$ cat config.mk
export PLATFORM = sky130hd
export DESIGN_NAME = uart_txrx_param
export DESIGN_NICKNAME = d
export VERILOG_FILES = /design/src/rtl/uart_txrx_param.sv
export SDC_FILE = /design/constraint.sdc
export NUM_CORES = 1
export LEC_CHECK = 0
export BUFFER_PORTS_ARGS = -buffer_cell sky130_fd_sc_hd__buf_4
export CORE_MARGIN = 5
export CORE_UTILIZATION = 60
export CTS_CLUSTER_DIAMETER = 150
export DETAILED_ROUTE_END_ITERATION = 8
export GPL_TIMING_DRIVEN = 0
export PLACE_DENSITY = 0.82
export SYNTH_ARGS = -nofsm -noshare
export SYNTH_HDL_FRONTEND = slang
export SYNTH_SLANG_ARGS = --single-unit
$ cat constraint.sdc
create_clock -name clk -period 2.63 [get_ports clk]
set_input_delay 0.526 -clock clk [delete_from_list [all_inputs] [get_ports clk]]
set_output_delay 0.526 -clock clk [all_outputs]
set_load 0.005 [all_outputs]
$ cat src/rtl/uart_txrx_param.sv
// Full-duplex UART. The TX bit timer restarts at each frame start. RX uses a free-running
// oversampling baud counter that is re-phased to within one rx_tick of the start edge.
module uart_txrx_param #(
    parameter int DATA_BITS  = 8,
    parameter int STOP_BITS  = 1,
    parameter int OVERSAMPLE = 16,
    parameter int DIV_0      = 27,
    parameter int DIV_1      = 14,
    parameter int DIV_2      = 7,
    parameter int DIV_3      = 2
) (
    input  logic                 clk,
    input  logic                 rst,
    input  logic [1:0]           baud_sel,
    input  logic [1:0]           parity_mode,
    input  logic                 loopback,
    input  logic [DATA_BITS-1:0] tx_byte,
    input  logic                 tx_enable,
    output logic                 TX_BUSSY,
    output logic                 TX_VALID,
    output logic                 tx_out,
    input  logic                 rx_in,
    output logic [DATA_BITS-1:0] rx_byte,
    output logic                 rx_valid,
    output logic                 rx_error,
    output logic                 rx_bussy
);
    localparam int TW = $clog2(OVERSAMPLE);
    localparam int BW = $clog2(DATA_BITS);
    localparam logic [TW-1:0] OS_LAST   = TW'(OVERSAMPLE - 1);
    localparam logic [TW-1:0] OS_MID    = TW'(OVERSAMPLE / 2 - 1);
    localparam logic [BW-1:0] BIT_LAST  = BW'(DATA_BITS - 1);
    localparam logic          STOP_LAST = 1'(STOP_BITS - 1);

    function automatic logic [15:0] div_of(input logic [1:0] sel);
        case (sel)
            2'd0:    return 16'(DIV_0);
            2'd1:    return 16'(DIV_1);
            2'd2:    return 16'(DIV_2);
            default: return 16'(DIV_3);
        endcase
    endfunction

    // ---------------- transmitter ----------------
    typedef enum logic [2:0] {TX_IDLE, TX_START, TX_DATA, TX_PARITY, TX_STOP} tx_state_t;
    tx_state_t            tx_state;
    logic [DATA_BITS-1:0] tx_shreg;
    logic                 tx_par_en, tx_par_bit, tx_line, tx_stop_idx, tx_bit_end;
    logic [15:0]          tx_div, tx_div_cnt;
    logic [TW-1:0]        tx_tick_cnt;
    logic [BW-1:0]        tx_bit_idx;

    assign tx_bit_end = (tx_div_cnt == tx_div - 16'd1) && (tx_tick_cnt == OS_LAST);
    assign tx_out     = tx_line | loopback;

    // Handshake: a request is taken on any edge where tx_enable=1 and TX_BUSSY=0,
    // including the cycle TX_VALID pulses; requests while TX_BUSSY=1 are dropped.
    always_ff @(posedge clk) begin
        if (rst) begin
            tx_state    <= TX_IDLE;
            tx_line     <= 1'b1;
            TX_BUSSY    <= 1'b0;
            TX_VALID    <= 1'b0;
            tx_shreg    <= '0;
            tx_par_en   <= 1'b0;
            tx_par_bit  <= 1'b0;
            tx_div      <= div_of(2'd0);
            tx_div_cnt  <= '0;
            tx_tick_cnt <= '0;
            tx_bit_idx  <= '0;
            tx_stop_idx <= 1'b0;
        end else begin
            TX_VALID <= 1'b0;
            if (tx_state != TX_IDLE) begin
                if (tx_div_cnt == tx_div - 16'd1) begin
                    tx_div_cnt  <= '0;
                    tx_tick_cnt <= (tx_tick_cnt == OS_LAST) ? '0 : tx_tick_cnt + 1'b1;
                end else begin
                    tx_div_cnt <= tx_div_cnt + 16'd1;
                end
            end
            case (tx_state)
                TX_IDLE: if (tx_enable) begin
                    tx_state    <= TX_START;
                    tx_line     <= 1'b0;
                    TX_BUSSY    <= 1'b1;
                    tx_shreg    <= tx_byte;
                    tx_par_en   <= (parity_mode == 2'b01) || (parity_mode == 2'b10);
                    tx_par_bit  <= (^tx_byte) ^ parity_mode[1];
                    tx_div      <= div_of(baud_sel);
                    tx_div_cnt  <= '0;
                    tx_tick_cnt <= '0;
                end
                TX_START: if (tx_bit_end) begin
                    tx_state   <= TX_DATA;
                    tx_line    <= tx_shreg[0];
                    tx_bit_idx <= '0;
                end
                TX_DATA: if (tx_bit_end) begin
                    if (tx_bit_idx == BIT_LAST) begin
                        tx_state    <= tx_par_en ? TX_PARITY : TX_STOP;
                        tx_line     <= tx_par_en ? tx_par_bit : 1'b1;
                        tx_stop_idx <= 1'b0;
                    end else begin
                        tx_shreg   <= tx_shreg >> 1;
                        tx_line    <= tx_shreg[1];
                        tx_bit_idx <= tx_bit_idx + 1'b1;
                    end
                end
                TX_PARITY: if (tx_bit_end) begin
                    tx_state <= TX_STOP;
                    tx_line  <= 1'b1;
                end
                TX_STOP: if (tx_bit_end) begin
                    if (tx_stop_idx == STOP_LAST) begin
                        tx_state <= TX_IDLE;
                        TX_BUSSY <= 1'b0;
                        TX_VALID <= 1'b1;
                    end else begin
                        tx_stop_idx <= 1'b1;
                    end
                end
                default: tx_state <= TX_IDLE;
            endcase
        end
    end

    // ---------------- receiver ----------------
    typedef enum logic [2:0] {RX_IDLE, RX_START, RX_DATA, RX_PARITY, RX_STOP} rx_state_t;
    rx_state_t            rx_state;
    logic                 rx_src, rx_s1, rx_s2, rx_s3, rx_fall, rx_tick, rx_sample;
    logic                 rx_par_en, rx_odd, rx_bad, rx_stop_idx;
    logic [15:0]          rx_div, rx_div_cnt;
    logic [TW-1:0]        rx_tick_cnt;
    logic [BW-1:0]        rx_bit_idx;
    logic [DATA_BITS-1:0] rx_shreg;

    assign rx_src    = loopback ? tx_line : rx_in;
    assign rx_fall   = rx_s3 & ~rx_s2;
    assign rx_tick   = rx_div_cnt >= rx_div - 16'd1;
    assign rx_sample = rx_tick && (rx_tick_cnt == ((rx_state == RX_START) ? OS_MID : OS_LAST));

    always_ff @(posedge clk) begin
        if (rst) begin
            rx_s1       <= 1'b1;
            rx_s2       <= 1'b1;
            rx_s3       <= 1'b1;
            rx_state    <= RX_IDLE;
            rx_div      <= div_of(2'd0);
            rx_div_cnt  <= '0;
            rx_tick_cnt <= '0;
            rx_bit_idx  <= '0;
            rx_shreg    <= '0;
            rx_par_en   <= 1'b0;
            rx_odd      <= 1'b0;
            rx_bad      <= 1'b0;
            rx_stop_idx <= 1'b0;
            rx_byte     <= '0;
            rx_valid    <= 1'b0;
            rx_error    <= 1'b0;
            rx_bussy    <= 1'b0;
        end else begin
            rx_s1      <= rx_src;
            rx_s2      <= rx_s1;
            rx_s3      <= rx_s2;
            rx_valid   <= 1'b0;
            rx_error   <= 1'b0;
            rx_div_cnt <= rx_tick ? '0 : rx_div_cnt + 16'd1;
            if (rx_state == RX_IDLE)
                rx_div <= div_of(baud_sel);
            else if (rx_tick)
                rx_tick_cnt <= rx_sample ? '0 : rx_tick_cnt + 1'b1;
            case (rx_state)
                // Edge-triggered arming: a line stuck low after a bad stop bit never restarts a frame.
                RX_IDLE: if (rx_fall) begin
                    rx_state    <= RX_START;
                    rx_bussy    <= 1'b1;
                    rx_tick_cnt <= '0;
                    rx_par_en   <= (parity_mode == 2'b01) || (parity_mode == 2'b10);
                    rx_odd      <= parity_mode[1];
                    rx_bad      <= 1'b0;
                    rx_stop_idx <= 1'b0;
                end
                RX_START: if (rx_sample) begin
                    if (rx_s2) begin
                        rx_state <= RX_IDLE;
                        rx_bussy <= 1'b0;
                    end else begin
                        rx_state   <= RX_DATA;
                        rx_bit_idx <= '0;
                    end
                end
                RX_DATA: if (rx_sample) begin
                    rx_shreg   <= {rx_s2, rx_shreg[DATA_BITS-1:1]};
                    rx_bit_idx <= rx_bit_idx + 1'b1;
                    if (rx_bit_idx == BIT_LAST)
                        rx_state <= rx_par_en ? RX_PARITY : RX_STOP;
                end
                RX_PARITY: if (rx_sample) begin
                    rx_bad   <= ((^rx_shreg) ^ rx_s2) != rx_odd;
                    rx_state <= RX_STOP;
                end
                RX_STOP: if (rx_sample) begin
                    if (rx_stop_idx == STOP_LAST) begin
                        rx_byte  <= rx_shreg;
                        rx_error <= rx_bad | ~rx_s2;
                        rx_valid <= ~(rx_bad | ~rx_s2);
                        rx_bussy <= 1'b0;
                        rx_state <= RX_IDLE;
                    end else begin
                        rx_bad      <= rx_bad | ~rx_s2;
                        rx_stop_idx <= 1'b1;
                    end
                end
                default: rx_state <= RX_IDLE;
            endcase
        end
    end
endmodule

; Word-level counts from Yosys, hierarchy flattened
; Cells that the tools add are included.
[op_classes]
n_lt_le_gt_ge = 1
n_eq_ne = 36
add_sub_neg = 8
muxes = 79
n_reduce_logical = 36
bitwise_logic = 12
[op_table]
columns = cell, count
row1 = 2-to-1 mux 3 bit, 22
row2 = 2-to-1 mux 16 bit, 4
row3 = 2-to-1 mux 4 bit, 11
row4 = "!= test 2 bit, second input constant", 18
row5 = "adder 16 x 1 -> 16 bit, second input constant", 2
row6 = "subtractor 16 x 1 -> 16 bit, second input constant", 2
row7 = case mux 3 bit (5 select lines), 2
row8 = 2-to-1 mux 1 bit, 26
row9 = 2-to-1 mux 8 bit, 3
row10 = AND reduction 4 bit, 5
row11 = equality test 16 bit, 1
row12 = >= comparator 16 bit, 1
row13 = case mux 8 bit (2 select lines), 1
row14 = parity 8 bit, 2
row15 = case mux 5 bit (3 select lines), 1
row16 = AND reduction 7 bit, 2
row17 = "equality test 3 x 2 -> 1 bit, second input constant", 4
row18 = "equality test 3 bit, second input constant", 4
row19 = case mux 3 bit (2 select lines), 2
row20 = nonzero test 2 bit, 6
row21 = AND reduction 5 bit, 2
row22 = nonzero test 3 bit, 3
row23 = "adder 4 x 1 -> 4 bit, second input constant", 2
row24 = NOT 1 bit, 7
row25 = 25 further kinds, 39
[word_totals]
inputBits = 17
regBits = 124
word_cells = 201

; Longest topological paths before layout
; Gate-level depths: netlist of run 1.
[logic_depth]
word_depth = 9
mapped_depth = 9
ltp_nobuf = 7

; Worst setup path after synthesis of run 1
; OpenSTA, ideal clock, no wires.
[synth_path]
path_type = reg-to-reg
startpoint = register rx_div_cnt[0]
endpoint = register rx_byte[0]
setup_ns = 0.072
stages_incl_launch_ff = 9
setup_slack_ns = 0.541
required_time_ns = 2.558
arrival_time_ns = 2.017
cell_sequence = dfxtp_1 inv_1 ha_1 nand2b_1 a2111oi_0 o41a_1 or3_1 clkbuf_1 mux2i_1
[synth_between]
elab_chain_len = 3
[synth_rtl]
columns = element, line_no
row1 = start: declaration, 133  ; logic [15:0] rx_div, rx_div_cnt;
row2 = start signal: assignment, 168  ; rx_div_cnt <= rx_tick ? '0 : rx_div_cnt + 16'd1;
row3 = >= comparator 16 bit, 140  ; assign rx_tick = rx_div_cnt >= rx_div - 16'd1;
row4 = logical AND 1 bit, 141  ; assign rx_sample = rx_tick && (rx_tick_cnt == ((rx_state == RX_START) ? OS_MID : OS_LAST));
row5 = AND reduction 3 bit (no source line), --
row6 = end signal: assignment, 205  ; rx_byte <= rx_shreg;
row7 = end: declaration, 23  ; output logic [DATA_BITS-1:0] rx_byte,
; No other way between the ends.
; A chain may end at the register's enable or synchronous reset.

; Final worst setup path of run 1
[layout_path]
startpoint = register rx_div_cnt[0]
endpoint = register rx_bit_idx[0]
[layout_between]
elab_chain_len = 4
elab_cells_between_ends = 5
[layout_rtl]
columns = element, line_no
row1 = >= comparator 16 bit *, 140
row2 = logical AND 1 bit *, 141
row3 = != test 2 bit (no source line), --
row4 = AND reduction 4 bit (no source line) *, --
row5 = end signal: assignment, 195  ; rx_bit_idx <= rx_bit_idx + 1'b1;
row6 = end: declaration, 135  ; logic [BW-1:0] rx_bit_idx;
; Every way passes the cells marked *; elsewhere a longest branch is shown, timed or not.

==> flow_summary_export.csv, run 1 <==
group,metric,value,unit
power,p_per_area,507.9,nW/um^2
layout,layout-drive-gt1-share,0.1352,
clocking,clk_path_buf_depth,2,
global_route,grt_pass1_vias,3837,
routing,via_count,3964,
layout,nets,606,
place,hpwl,7450,um
timing,tightestPinTransition,1307,ps
synth,ys_top_cells_by_area,"dfxtp_1 41%, mux2i_1 7.0%, nand2_1 4.6%",
critical_path,critPathTopFamily,"compound AO/OA/AOI/OAI gates",
synth,synth_top_area_share,0.4139,
clocking,htreeDepth,3,
power,p_switching,710.1,uW
global_route,antenna_found_initial,0,
place,globalplace.congestion,0.9197,
routing,wirelength,10330,um
outcome,status,"finished, final reports clean",
timing,finClkSkew,12.52,ps
clocking,postCtsHoldBufs,0,
synth,yosysUniqueCellTypes,67,
synth,synthCells,522,
critical_path,critical_path_buf_inv_count,1,
routing,viasPerCell,5.838,
power,p_comb_frac,0.097,
timing,tns,0,ps
floorplanning,die_area,9776,sq um
clocking,insertion_delay,370,ps
timing,hold_violations,0,
place,place_inst,663,
critical_path,worstSetupEndpointType,"register",
routing,drt_iter0_drc,332,
clocking,cts_tree,"yes",
clocking,clk_pin_slew,90,ps
hold_path,min_path_type,"primary input to register",
timing,slew_headroom,0.1220,
timing,slew_violations,0,
global_route,grt.total_usage,0.2189,
synth,ys_seq_elements,98,
timing,finalCritPeriodShare,0.9187,
global_route,grt_max_degree,17,
timing,fin_crit,2416,ps
layout,area_delta_synth_final,11.80,%
clocking,post-cts-setup-buffers,0,
timing,clock.fmax,0.4139,GHz
layout,fillers,597,
critical_path,path_cells,"inv_1, ha_1, nand2b_1, a2111oi_1, o41a_1, a2111oi_0, a211oi_1",
layout,antenna_cells,0,
layout,fin_cells,679,
timing,finalSetupViolCount,0,
power,p_clk_frac,0.326,
critical_path,required,2850,ps
critical_path,max_stage_delay,830,ps
critical_path,worstPathMaxFanout,4,
synth,synth_common_cells,"98 x dfxtp_1, 58 x nand2_1, 34 x a21oi_1",
synth,syn_area,4740,sq um
power,power.internal,1981,uW
routing,drc,0,
floorplanning,start_util,0.6133,
synth,ys_async_sr_fraction,0,
synth,synth_area_per_cell,9.080,sq um
floorplanning,coreArea,7727,sq um
clocking,clkSinkCount,98,
synth,ys_seq_area_frac,0.4139,
synth,synth_edf_count,0,
global_route,grt_pass1_wl,17640,um
synth,yosysMostFrequentCell,"dfxtp_1",
critical_path,worstPathArrival,2630,ps
global_route,overflow,0,
floorplanning,dieWidth,98.88,um
routing,wl_per_cell,15.21,um
place,port_buffers,30,
floorplanning,rows,32,
power,swShare,0.2638,
critical_path,crit_type,"register to register",
clocking,clock-root-buffer,"clkbuf_8",
clocking,cts_buffers,9,
power,vdd_drop_max,0.3264,mV
run,maxCapViolCount,0,
critical_path,critPathLaunchType,"register",
critical_path,cpMaxStageDelayCell,"a2111oi_0",
synth,yosys.area.top_type,"dfxtp_1",
clocking,ctsResizeCount,0,
power,pwr-share-seq,0.578,
routing,first_pass_iters,5,
power,leakage,0.002186,uW
synth,ys_warn_count,0,
synth,synth_flop_cell,"dfxtp_1",
floorplanning,num_io_pins,31,
routing,drt.antenna.violating_nets,0,
floorplanning,fp.dieH,98.88,um
timing,rsz0062_at_grt,"no",
[power groups by stage]
stage	clock network [uW]	logic (uW)	registers, uW
after floorplan	0	181	1580
after global placement	0	251	1590
after detailed placement	0	259	1590
after CTS	893	260	1550
after global routing	961	290	1560
final	876	261	1550
[state kept, by name, summed over array words and instances, names as in the netlist, 4 cells and up]
name and cells:
rx_byte 8, tx_tick_cnt 4, rx_shreg 8, rx_tick_cnt 4, tx_shreg 8, rx_div 4, rx_div_cnt 16, tx_div 4
tx_div_cnt 16
[path summary, 6_finish.rpt]
path         slack, ps                         end  cells after the start                startpoint
max                210  rx_bit_idx[0]$_SDFFE_PP0P_                      7  rx_div_cnt[0]$_SDFF_PP0_
min                410    tx_shreg[7]$_SDFFE_PP0P_                      2                tx_byte[7]
max reg2reg        210  rx_bit_idx[0]$_SDFFE_PP0P_                      7  rx_div_cnt[0]$_SDFF_PP0_
min reg2reg        430            rx_s2$_SDFF_PP1_                      1          rx_s1$_SDFF_PP1_
[cell usage in the layout, fill, tap and decap left out, types with 5 or more instances in the layout]
master	n
or3_1	6
a21oi_1	34
mux2i_1	33
nand3_1	26
inv_1	15
nand2b_1	5
a211oi_1	8
clkbuf_1	15
nor2_1	32
and3_1	6
clkbuf_8	12
o21ai_0	14
nor2b_1	6
or2_2	5
xnor2_1	17
ha_1	17
a311oi_1	5
nor4_1	6
nor3_1	14
conb_1	10
nand4_1	8
xor2_1	9
o211ai_1	8
buf_2	7
buf_4	31
nand2_1	58
dfxtp_1	98
[cell type report]
class | count | area, sq um | area share
sequential | 98 | 1962 | 0.3702
inverter | 15 | 56.30 | 0.01063
tap | 102 | 127.6 | 0.02408
multi-input combinational | 391 | 2597 | 0.4902
timing repair buffer | 30 | 225.2 | 0.04250
clock buffer | 10 | 127.6 | 0.02408
clock inverter | 6 | 43.79 | 0.008264
buffer | 27 | 158.9 | 0.02999
[cells by family after synthesis]
kind of cell | share of synthesized area
other | 0.0007912
adder cells (fa/ha/maj) | 0.04488
AO/OA/AOI/OAI | 0.1632
buffers and inverters | 0.04541
XOR/XNOR | 0.05280
flip-flops | 0.4139
AND/OR/NAND/NOR | 0.2038
multiplexers | 0.07524
[through the flow]
step	setup WS [ps]	hold WS (ps)	power [uW]	area [sq um]	utilization
after floorplan	540.9	389.5	1761	4773	-
after global placement	310.2	394.6	1838	5126	0.6634
after detailed placement	216.0	402.5	1847	5126	0.6634
after CTS	171.9	400.4	2708	5298	0.6856
after global routing	15.06	411.4	2811	5299	0.6857
final	213.7	406.0	2691	5299	0.6857
[metal layers]
metal | global-route usage | share of wire | up-vias
met2 | 0.3683 | 0.48 | 107
met3 | 0.02972 | 0.044 | 21
met1 | 0.2803 | 0.45 | 1870
met5 | 0 | 0 | -
met4 | 0.09349 | 0.021 | 0
li1 | - | - | 1966
Power figures use the tool's default switching activity.
==> run 2, diff against run 1 <==
ABC_AREA = 1   (was default)
==> flow_summary_export.csv, run 2 <==
group,metric,value,unit
layout,area_delta_synth_final,12.41,%
synth,syn_area,4688,sq um
layout,nets,726,
floorplanning,dieWidth,98.40,um
floorplanning,num_io_pins,31,
timing,rsz0062_at_grt,"no",
layout,layout-drive-gt1-share,0.1020,
clocking,clk_pin_slew,90,ps
clocking,clk_path_buf_depth,2,
synth,synth.area.mux_share,0,
clocking,cts_tree,"yes",
layout,antenna_cells,0,
timing,fin_crit,2112,ps
routing,first_pass_iters,5,
synth,synth_area_per_cell,7.291,sq um
synth,ys_seq_elements,98,
synth,synth_top_family_by_area,"simple AND/OR/NAND/NOR gates",
timing,tightestPinTransition,587.0,ps
synth,ys_warn_count,0,
synth,synthCells,643,
critical_path,worstSetupEndpointType,"register",
power,vdd_drop_max,0.6653,mV
global_route,grt_pass1_wl,17720,um
critical_path,crit_type,"register to register",
synth,ys_top_cells_by_area,"dfxtp_1 42%, nand2_1 10%, a21oi_1 6.7%",
synth,yosys.area.top_type,"dfxtp_1",
power,p_total,4177,uW
global_route,grt_pass1_vias,4006,
floorplanning,coreArea,7687,sq um
synth,synth_edf_count,0,
timing,hold_violations,0,
place,globalplace.congestion,0.9334,
routing,drt.antenna.violating_nets,0,
clocking,htreeDepth,3,
timing,slew_violations,0,
synth,ys_seq_area_frac,0.4185,
layout,final_cell_mix,"125 x nand2_1, 98 x dfxtp_1, 77 x nor2_1",
floorplanning,start_util,0.6099,
clocking,postCtsHoldBufs,0,
clocking,cts_buffers,9,
routing,wirelength,10070,um
hold_path,min_path_type,"primary input to register",
synth,yosysUniqueCellTypes,45,
synth,synthAdderAreaFrac,0.04537,
routing,drc,0,
layout,top_regs,"rx_div_cnt (16), tx_div_cnt (16)",
power,leakage,0.002348,uW
synth,yosysMostFrequentCell,"nand2_1",
clocking,ctsResizeCount,0,
place,port_buffers,29,
clocking,clock-root-buffer,"clkbuf_8",
synth,synth_flop_cell,"dfxtp_1",
critical_path,required,2870,ps
timing,clock.fmax,0.4736,GHz
routing,wl_per_cell,12.62,um
global_route,grt.total_usage,0.2170,
floorplanning,die_area,9682,sq um
floorplanning,fp.dieH,98.40,um
routing,via_count,4195,
synth,ys_async_sr_fraction,0,
critical_path,r2r_slack,520,ps
synth,synth_common_cells,"125 x nand2_1, 98 x dfxtp_1, 77 x nor2_1",
clocking,post-cts-setup-buffers,0,
synth,synth-simple-area-share,0.2573,
routing,drt_iter0_drc,183,
routing,viasPerCell,5.257,
power,p_per_area,792.7,nW/um^2
global_route,grt_max_degree,16,
global_route,antenna_found_initial,0,
clocking,clkSinkCount,98,
critical_path,worstPathMaxFanout,6,
timing,finClkSkew,10.10,ps
clocking,insertion_delay,360,ps
critical_path,critPathLaunchType,"register",
critical_path,worstPathArrival,2350,ps
timing,finalSetupViolCount,0,
timing,finalCritPeriodShare,0.8029,
layout,layout_commonest_cell,"nand2_1",
layout,fillers,678,
global_route,overflow,0,
synth,synth-xor-area-share,0.04110,
outcome,status,"finished, final reports clean",
timing,tns,0,ps
synth,synth_top_area_share,0.4185,
place,hpwl,7560,um
synth,synth_compound_area_frac,0.1575,
floorplanning,rows,32,
timing,slew_headroom,0.6087,
run,maxCapViolCount,0,
-- run 2: cell count changes after synthesis, moves of 8 or more --
cell     change
o21ai_0     +33
nand2_1     +67
nor3_1       -8
nand3_1     +12
mux2i_1     -33
a21oi_1     +29
nor2_1      +45
inv_1       +60
-- run 2: stage by stage --
stage	util	cells	hold WS [ps]	setup slack, ps	cell area (sq um)
4_1_cts	0.6855	798	418.9	563.6	5270
6_report	0.6855	798	420.8	518.3	5270
3_3_place_gp	0.6592	783	406.6	635.5	5067
5_1_grt	0.6855	798	408.4	308.6	5270
2_1_floorplan	-	652	389.5	872.0	4722
3_5_place_dp	0.6592	783	408.1	593.2	5067
-- run 2: cells by family after synthesis --
group / Yosys count
buffers and inverters: 95
AOI/OAI and AO/OA: 133
DFF: 98
adders and majority gates: 17
xor gates and xnor gates: 22
other: 1
and+or+nand+nor: 277
-- run 2: worst paths after layout --
path / startpoint / cells past startpoint / endpoint
max: rx_div_cnt[0]$_SDFF_PP0_ / 15 / rx_state[0]$_SDFFE_PP0P_
min: loopback / 2 / rx_s1$_SDFF_PP1_
max reg2reg: rx_div_cnt[0]$_SDFF_PP0_ / 15 / rx_state[0]$_SDFFE_PP0P_
min reg2reg: rx_s1$_SDFF_PP1_ / 1 / rx_s2$_SDFF_PP1_
-- run 2: layer usage --
layer / vias up / GRT usage / wire, um
li1: 2172 / - / -
met1: 1926 / 0.2729 / 4595
met2: 81 / 0.3770 / 4968
met3: 16 / 0.03714 / 349
met4: 0 / 0.07038 / 161
met5: - / 0 / 0
-- run 2: layout make-up --
type	count	area, sq um	area share
multi-input cells	459	2387	0.4530
clock inverters	4	51.30	0.009734
plain buffers	16	75.07	0.01425
flip-flops and latches	98	1962	0.3723
well taps	102	127.6	0.02422
inverters	79	297.8	0.05651
repair buffers	29	217.7	0.04131
clock buffers	11	151.4	0.02873
-- run 2: power by group --
| group | switching (uW) | internal [uW] | leakage [uW] | total [uW] |
|---|---|---|---|---|
| logic | 943 | 452 | 0.00145 | 1390 |
| clock network | 499 | 487 | 0.000101 | 986 |
| registers | 120 | 1680 | 0.000801 | 1800 |
| total | 1560 | 2620 | 0.00235 | 4180 |
-- run 2: critical path: stages, from the launching register on --
cell and delay [ps]:
dfxtp_1 380, inv_1 60, ha_1 270, inv_1 40, nand2_1 40, nand2_1 50, nand2_1 50, nand2_1 50
nand2_1 60, nand2_1 90, nand2_1 110, nand2_1 150, o21ai_0 180, nand2_1 150, nor3_1 220, nor2_1 80
